### config.mk
export PLATFORM = sky130hd
export DESIGN_NAME = regfile_wr_arbiter_flat
export DESIGN_NICKNAME = d
export VERILOG_FILES = /design/src/rtl/regfile_wr_arbiter_if.sv /design/src/rtl/regfile_wr_arbiter.sv /design/src/flat_wrapper.sv
export SDC_FILE = /design/constraint.sdc
export NUM_CORES = 1
export LEC_CHECK = 0
export ABC_AREA = 1
export ABC_CLOCK_PERIOD_IN_PS = 3200
export CAP_MARGIN = 20
export CORE_UTILIZATION = 35
export DETAILED_ROUTE_END_ITERATION = 10
export GPL_ROUTABILITY_DRIVEN = 0
export PLACE_DENSITY = 0.8
export SLEW_MARGIN = 20
export SYNTH_ARGS = -nofsm -noshare
export SYNTH_HDL_FRONTEND = slang
export SYNTH_SLANG_ARGS = --single-unit
### constraint.sdc
create_clock -name Clk -period 3.2 [get_ports Clk]
set_input_delay 0.8 -clock Clk [delete_from_list [all_inputs] [get_ports Clk]]
set_output_delay 0.8 -clock Clk [all_outputs]
set_load 0.02 [all_outputs]
### src/rtl/regfile_wr_arbiter_if.sv
// Requester, register-file write-port and read-monitor signals of the writeback arbiter.
// The master side is whoever drives requests and read addresses; the slave side is the arbiter.
interface regfile_wr_arbiter_if #(
  parameter int NREQ = 3,
  parameter int PTRW = 3
);
  logic                 Stall;
  logic [NREQ-1:0]      Req;
  logic [5*NREQ-1:0]    ReqAddr;
  logic [32*NREQ-1:0]   ReqData;
  logic [NREQ-1:0]      Gnt;
  logic [4:0]           Awr;
  logic [31:0]          Din;
  logic                 WrEn;
  logic [4:0]           Ard1;
  logic [4:0]           Ard2;
  logic                 Hazard1;
  logic                 Hazard2;
  logic [PTRW-1:0]      Ptr;

  modport master (
    output Stall, Req, ReqAddr, ReqData, Ard1, Ard2,
    input  Gnt, Awr, Din, WrEn, Hazard1, Hazard2, Ptr
  );

  modport slave (
    input  Stall, Req, ReqAddr, ReqData, Ard1, Ard2,
    output Gnt, Awr, Din, WrEn, Hazard1, Hazard2, Ptr
  );
endinterface

### src/rtl/regfile_wr_arbiter.sv
// Round-robin arbiter sharing the single register-file write port among NREQ writeback sources.
// Registered write drive, register-0 suppression and read-after-write hazard flags.
module regfile_wr_arbiter #(
  parameter int NREQ = 3,
  parameter int PTRW = 3
) (
  input logic                Clk,
  input logic                Rst_n,
  regfile_wr_arbiter_if.slave bus
);

  logic [PTRW-1:0] ptr_q;
  logic [NREQ-1:0] gnt_p0;
  logic [PTRW-1:0] gidx_p0;
  logic            found_p0;
  logic [4:0]      addr_p0;
  logic [31:0]     data_p0;
  logic [PTRW-1:0] ptr_nxt_p0;

  logic [4:0]      awr_p1;
  logic [31:0]     din_p1;
  logic            wren_p1;

  // Stage p0: combinational round-robin search starting at ptr_q
  always_comb begin
    int idx;
    gnt_p0   = '0;
    gidx_p0  = '0;
    found_p0 = 1'b0;
    idx      = 0;
    if (Rst_n && !bus.Stall) begin
      for (int i = 0; i < NREQ; i++) begin
        idx = int'(ptr_q) + i;
        if (idx >= NREQ) idx = idx - NREQ;
        if (!found_p0 && bus.Req[idx]) begin
          found_p0    = 1'b1;
          gidx_p0     = PTRW'(idx);
          gnt_p0[idx] = 1'b1;
        end
      end
    end
  end

  always_comb begin
    addr_p0    = bus.ReqAddr[5*gidx_p0 +: 5];
    data_p0    = bus.ReqData[32*gidx_p0 +: 32];
    ptr_nxt_p0 = (gidx_p0 == PTRW'(NREQ-1)) ? '0 : gidx_p0 + 1'b1;
  end

  // Stage p1: registered drive to the register-file write port
  always_ff @(posedge Clk or negedge Rst_n) begin
    if (!Rst_n) begin
      awr_p1  <= '0;
      din_p1  <= '0;
      wren_p1 <= 1'b0;
      ptr_q   <= '0;
    end else if (found_p0) begin
      awr_p1  <= addr_p0;
      din_p1  <= data_p0;
      wren_p1 <= (addr_p0 != 5'd0);
      ptr_q   <= ptr_nxt_p0;
    end else begin
      wren_p1 <= 1'b0;
    end
  end

  assign bus.Gnt     = gnt_p0;
  assign bus.Awr     = awr_p1;
  assign bus.Din     = din_p1;
  assign bus.WrEn    = wren_p1;
  assign bus.Ptr     = ptr_q;
  // Register 0 never commits, so it can never be a hazard target
  assign bus.Hazard1 = wren_p1 && (awr_p1 != 5'd0) && (bus.Ard1 == awr_p1);
  assign bus.Hazard2 = wren_p1 && (awr_p1 != 5'd0) && (bus.Ard2 == awr_p1);

endmodule

### src/flat_wrapper.sv
// flat-port wrapper written by rule: the top's interface ports become plain ports
module regfile_wr_arbiter_flat 
#(
  parameter int NREQ = 3,
  parameter int PTRW = 3
)
  (Clk, Rst_n, bus_Stall, bus_Req, bus_ReqAddr, bus_ReqData, bus_Ard1, bus_Ard2, bus_Gnt, bus_Awr, bus_Din, bus_WrEn, bus_Hazard1, bus_Hazard2, bus_Ptr);
  regfile_wr_arbiter_if #(.NREQ(NREQ), .PTRW(PTRW)) bus_i ();
  input logic Clk;
  input logic Rst_n;
  input wire logic [$bits(bus_i.Stall)-1:0] bus_Stall;
  input wire logic [$bits(bus_i.Req)-1:0] bus_Req;
  input wire logic [$bits(bus_i.ReqAddr)-1:0] bus_ReqAddr;
  input wire logic [$bits(bus_i.ReqData)-1:0] bus_ReqData;
  input wire logic [$bits(bus_i.Ard1)-1:0] bus_Ard1;
  input wire logic [$bits(bus_i.Ard2)-1:0] bus_Ard2;
  output wire logic [$bits(bus_i.Gnt)-1:0] bus_Gnt;
  output wire logic [$bits(bus_i.Awr)-1:0] bus_Awr;
  output wire logic [$bits(bus_i.Din)-1:0] bus_Din;
  output wire logic [$bits(bus_i.WrEn)-1:0] bus_WrEn;
  output wire logic [$bits(bus_i.Hazard1)-1:0] bus_Hazard1;
  output wire logic [$bits(bus_i.Hazard2)-1:0] bus_Hazard2;
  output wire logic [$bits(bus_i.Ptr)-1:0] bus_Ptr;
  assign bus_i.Stall = bus_Stall;
  assign bus_i.Req = bus_Req;
  assign bus_i.ReqAddr = bus_ReqAddr;
  assign bus_i.ReqData = bus_ReqData;
  assign bus_i.Ard1 = bus_Ard1;
  assign bus_i.Ard2 = bus_Ard2;
  assign bus_Gnt = bus_i.Gnt;
  assign bus_Awr = bus_i.Awr;
  assign bus_Din = bus_i.Din;
  assign bus_WrEn = bus_i.WrEn;
  assign bus_Hazard1 = bus_i.Hazard1;
  assign bus_Hazard2 = bus_i.Hazard2;
  assign bus_Ptr = bus_i.Ptr;
  regfile_wr_arbiter #(.NREQ(NREQ), .PTRW(PTRW)) u_core (.Clk(Clk), .Rst_n(Rst_n), .bus(bus_i));
endmodule
== Word level (Yosys, flattened, before mapping) ==
Cells that the tools add are included.

* Logic and storage cells: 80
* Bits in registers: 41

* Shift-type cells: 2
* Mux-type cells: 39
* Magnitude comparators: 9
* Multipliers: 1
* Equal/unequal tests: 3
* Bitwise logic cells: 2
* Reductions and logical operators: 14
* Add/sub/neg operators: 6

{| class="wikitable"
|+ Operators with widths
! cell !! number
|-
| 32-bit 2-to-1 mux || 6
|-
| 32-bit by 1-bit >= comparator with 1-bit output (second input constant) || 3
|-
| 32-bit by 4-bit < comparator with 1-bit output (second input constant) || 3
|-
| 96-bit by 9-bit indexed part select with 32-bit output || 1
|-
| 32-bit by 3-bit >= comparator with 1-bit output (second input constant) || 2
|-
| 32-bit by 3-bit subtractor with 32-bit output (second input constant) || 2
|-
| 3-bit 2-to-1 mux || 11
|-
| 1-bit 2-to-1 mux || 16
|-
| 15-bit by 7-bit indexed part select with 5-bit output || 1
|-
| 5-bit == test || 2
|-
| 5-bit nonzero test || 2
|-
| 1-bit logical AND || 9
|-
| 1-bit binary-select mux with 2-bit select || 3
|-
| 1-bit demux with 2-bit select || 3
|-
| 3-bit by 3-bit multiplier with 6-bit output (first input constant) || 1
|-
| 3-bit bitwise OR || 2
|-
| 3-bit by 1-bit adder with 4-bit output (second input constant) || 1
|-
| 3-bit by 2-bit adder with 4-bit output (second input constant) || 1
|-
| 3-bit by 2-bit subtractor with 4-bit output (second input constant) || 1
|-
| 3-bit by 1-bit adder with 3-bit output (second input constant) || 1
|-
| 3-bit by 2-bit == test with 1-bit output (second input constant) || 1
|-
| 3-bit by 2-bit >= comparator with 1-bit output (second input constant) || 1
|-
| 1-bit zero test || 3
|}

== Depth between registers and ports, before layout ==
* Depth after elaboration: 20
* Mapped depth: 23

== Worst setup path after synthesis ==
Ideal clock, no wire load.

* Kind: reg-to-output
* From: register u_core.ptr_q[0], in the netlist u_core.bus.Ptr[0]
* To: output port bus_Gnt[1]
* Arrival: 2.610 ns
* Required time: 2.400 ns
* Stages on the path, launching flop included: 11
* Path buffers: 0
* Path slack: -0.210 ns
* Cell sequence: dfrtp_1 inv_2 ha_1 inv_1 a21oi_1 ha_1 o21ai_0 a311oi_1 ha_1 nand4_1 a31oi_1

* Word-level cells in the longest chain between the ends: 16
* Elaborated cells on any way between the ends: 54
* Those cells by class: 5 x add/sub; 9 x order compare; 31 x mux; 2 x bitwise; 7 x reduce/logical

{| class="wikitable"
|+ RTL lines
! element !! RTL line !! text
|-
| from (decl) || regfile_wr_arbiter.sv:12 || <nowiki>logic [PTRW-1:0] ptr_q;</nowiki>
|-
| from (signal assigned) || regfile_wr_arbiter.sv:61 || <nowiki>ptr_q <= ptr_nxt_p0;</nowiki>
|-
| parallel branches: the longest is 14 deep, another holds 32-bit by 3-bit subtractor with 32-bit output || n/a ||
|-
| 3-bit 2-to-1 mux * || regfile_wr_arbiter.sv:35 || <nowiki>if (!found_p0 && bus.Req[idx]) begin</nowiki>
|-
| 3-bit 2-to-1 mux * || regfile_wr_arbiter.sv:31 || <nowiki>if (Rst_n && !bus.Stall) begin</nowiki>
|-
| to (decl) || flat_wrapper.sv:17 || <nowiki>output wire logic [$bits(bus_i.Gnt)-1:0] bus_Gnt;</nowiki>
|}

Mark *: on every way between the ends. The select of a mux whose other input is x is not followed.

== Final worst setup path ==
Ends and elaborated chain as after synthesis.

==> metrics.csv <==
metric;value;unit
outcome;finished with violations;
failing checks;negative setup slack;
FP Rows;34;
maximum clock insertion buffer count;2;
Finished Cell Area;0.005589;mm2
PD cells;1140;mW/mm2
first-pass GRT wire length;17370;um
syn_nets;564;
share of cells above drive strength 1;17.30;%
vias in the first global route;3745;
Placed Instance Area;0.005266;mm2
drt total wl;10830;um
post-synth top area share;32.70;%
Port Buf Inserts;172;
Critical Path Max Stage Delay;0.45;ns
crit-path cells;ha_4 > inv_2 > ha_4 > nor2_4 > nand2_1 > nand2_1 > o21ai_2 > a311oi_2 > ha_2 > nand4_1 > a31oi_2 > buf_4;
clk_lat worst skew;0.28;ns
YS warnings;0;
max_cap viols;0;
top area cells in the synthesized netlist;dfrtp_1 33%, nand2_1 10%, a22o_1 8.9%;
Reg2Reg Setup Slack;0.27;ns
synth unique cells;36;
cell area after synthesis;0.003138;mm2
number of setup violations in the final report;3;
Relative slew margins;65.12;%
fin crit period;3.355;ns
Final Net Count;775;
EDFF count, synth;0;
Final Hold Slack;0.5065;ns
die area;0.009348;mm2
Num CTS Buffers;5;
Avg WL per Cell;14.56;um
clk sinks;41;
Synth-to-Final Area Change;78.11;%
Iteration-0 DRC Markers;124;
R2R Path End;u_core.bus.WrEn$_DFF_PN0_;
top cells by count, synth;85 x nand2_1, 42 x nor2_1, 41 x dfrtp_1;
Synth Instances;424;
Place WS;-0.5525;ns
WP buf/inv;2;
clock skew;0.006497;ns
Die X;96.69;um
Worst-Margin Slew;0.5232;ns
Crit path max-delay family;adder cells;
nature of the critical path endpoint;output pin;
Root Driver;clkbuf_8;
initial cell density of the core;35.98;%
core footprint;0.008721;mm2
Worst Setup Start Kind;flop;
Hold Startpoint;u_core.bus.Din[12]$_DFFE_PN0P_;
VDD IR max;0.0005146;V
overall power;6.372;mW
die height;96.69;um
final worst slack;-0.1546;ns
HPWL after detailed placement;8297;um
most frequent cell after synthesis;nand2_1;
DR pass1 iterations;5;
average cell area after synthesis;7.401;um2
HP Class;reg -> reg;
hold_buf cts;0;
DP Cell Count;729;
RSZ-0062 raised after global routing;true;
Hold Path Sink;u_core.bus.Din[12]$_DFFE_PN0P_;
RR Startpoint;u_core.bus.Ptr[1]$_DFFE_PN0P_;
pins over their slew limit;0;
# IOs;173;
TritonCTS clock tree;built;
Post-DRT Antenna Nets;0;
critical path data required time;2.40;ns
final hold violations;0;
H-tree depth;2;
final std cells w/o fill;744;
Yosys reg bits;41;
largest net degree at the start of global routing;42;
clock slew at reported path FFs;0.08;ns
CP Max Fanout;4;
initial antenna violation count;0;
maximum clock rate;298.1;MHz
Most used DFF post-synth;dfrtp_1;
Min-Delay Path Depth;1;
GRT overflow;0;
Crit Path Class;reg -> out;
slowest CP cell;dfrtp_2;
sequential-to-total area share from yosys stat;32.70;%
Leak;2.461;nW
ANT cells;0;
Tcrit/Tclk final;104.8;%
cell taking the most area after synthesis;dfrtp_1;
Worst R2R Path Depth;25;
Via density;5.129;
Total Routing Usage GR;22.46;%
CP arrival;2.55;ns
fraction of registers with async set or reset after synthesis;100.0;%
DRC viols;0;
Via Count;3816;
-- report_power, final --
group	internal (mW)	switching (mW)
sequential	0.774	0.182
combinational	2.32	2.67
clock	0.254	0.171
-- state kept, by name, indices dropped and copies added (netlist names) --
name	flops
u_core.bus.Din	32
u_core.bus.Awr	5
u_core.bus.Ptr	3
u_core.bus.WrEn	1
-- worst reg2reg max path, stage by stage (launching register included) --
cell	delay (ns)
dfrtp_1	0.42
buf_6	0.15
buf_6	0.13
ha_4	0.16
inv_1	0.07
buf_4	0.12
nand3_1	0.09
nand2_1	0.14
nand2_1	0.06
nand3_1	0.14
nand2_1	0.09
buf_4	0.14
buf_4	0.13
nand3_1	0.05
nand2_1	0.05
inv_1	0.08
nand2_4	0.07
nand2_4	0.08
buf_6	0.16
nand2_1	0.06
nand3_1	0.10
nand2_1	0.05
nor2_1	0.10
nand3_1	0.08
nand2_1	0.06
inv_1	0.04
-- per-stage QoR --
step,util (%),setup TNS [ns]
CTS,63.01,-0.4575
global route,64.09,-0.6274
global placement,60.39,-1.163
floorplan,-,0
detailed placement,60.39,-1.652
finish,64.09,-0.3679
-- layer usage --
metal  GRT usage, %  share of wire (%)  up-vias
met2          41.93                 53      151
li1               -                  -     1862
met5              0                  0        -
met1          25.48                 40     1785
met3          5.130                6.1       18
met4          5.855                1.5        0
-- area by class of cell --
cell class,instances,area (um2)
fillers,750,3132
repair buffers,225,2148
flip-flops and latches,41,1027
inverters,36,142.6
well taps,108,135.1
multi-input cells,326,2019
clock buffers,7,86.33
clock inverters,1,30.03
-- cell families after synthesis --
group	after synthesis	share of synthesized area (%)
AOI/OAI and AO/OA	120	24.12
xor gates and xnor gates	11	3.070
adders and majority gates	13	5.184
buffers and inverters	57	8.333
DFF	41	32.70
and+or+nand+nor	182	26.59
-- cells in the final DEF (no fill, tap or decap), drive strengths merged --
| master | instances |
|---|---|
| clkdlybuf4s50 | 166 |
| nand2 | 94 |
| o21ai | 73 |
| buf | 57 |
| nor2 | 46 |
| dfrtp | 41 |
| inv | 36 |
| nand3 | 34 |
| a22o | 32 |
| ha | 13 |
| xnor2 | 7 |
| clkbuf | 7 |
| a31oi | 5 |
| xor2 | 4 |
| nand3b | 4 |
| a21oi | 4 |
| nand4 | 2 |
| nor4 | 2 |
| a311oi | 1 |
| o2111a | 1 |
| a211oi | 1 |
| o41ai | 1 |
| o221ai | 1 |
| o211ai | 1 |
| bufinv | 1 |
| dlygate4sd2 | 1 |
| dlymetal6s2s | 1 |
-- worst max-delay path by stage --
stage                                  startpoint         end  slack, ns  cells after the start
global placement                       bus_Req[1]  bus_Gnt[0]      -0.39                     10
finish              u_core.bus.Ptr[0]$_DFFE_PN0P_  bus_Gnt[1]      -0.15                     12
detailed placement                     bus_Req[1]  bus_Gnt[0]      -0.55                     10
floorplan           u_core.bus.Ptr[0]$_DFFE_PN0P_  bus_Gnt[1]       0.03                     10
CTS                 u_core.bus.Ptr[1]$_DFFE_PN0P_  bus_Gnt[1]      -0.16                     11
global route        u_core.bus.Ptr[0]$_DFFE_PN0P_  bus_Gnt[1]      -0.25                     12
-- timing repair --
action,in CTS,in global routing
resized for setup,36,17
endpoints found under the setup margin,4,6
setup buffers,5,2
pin swaps,11,11
hold endpoints to repair,0,0
(Power assumes the default switching activity.)
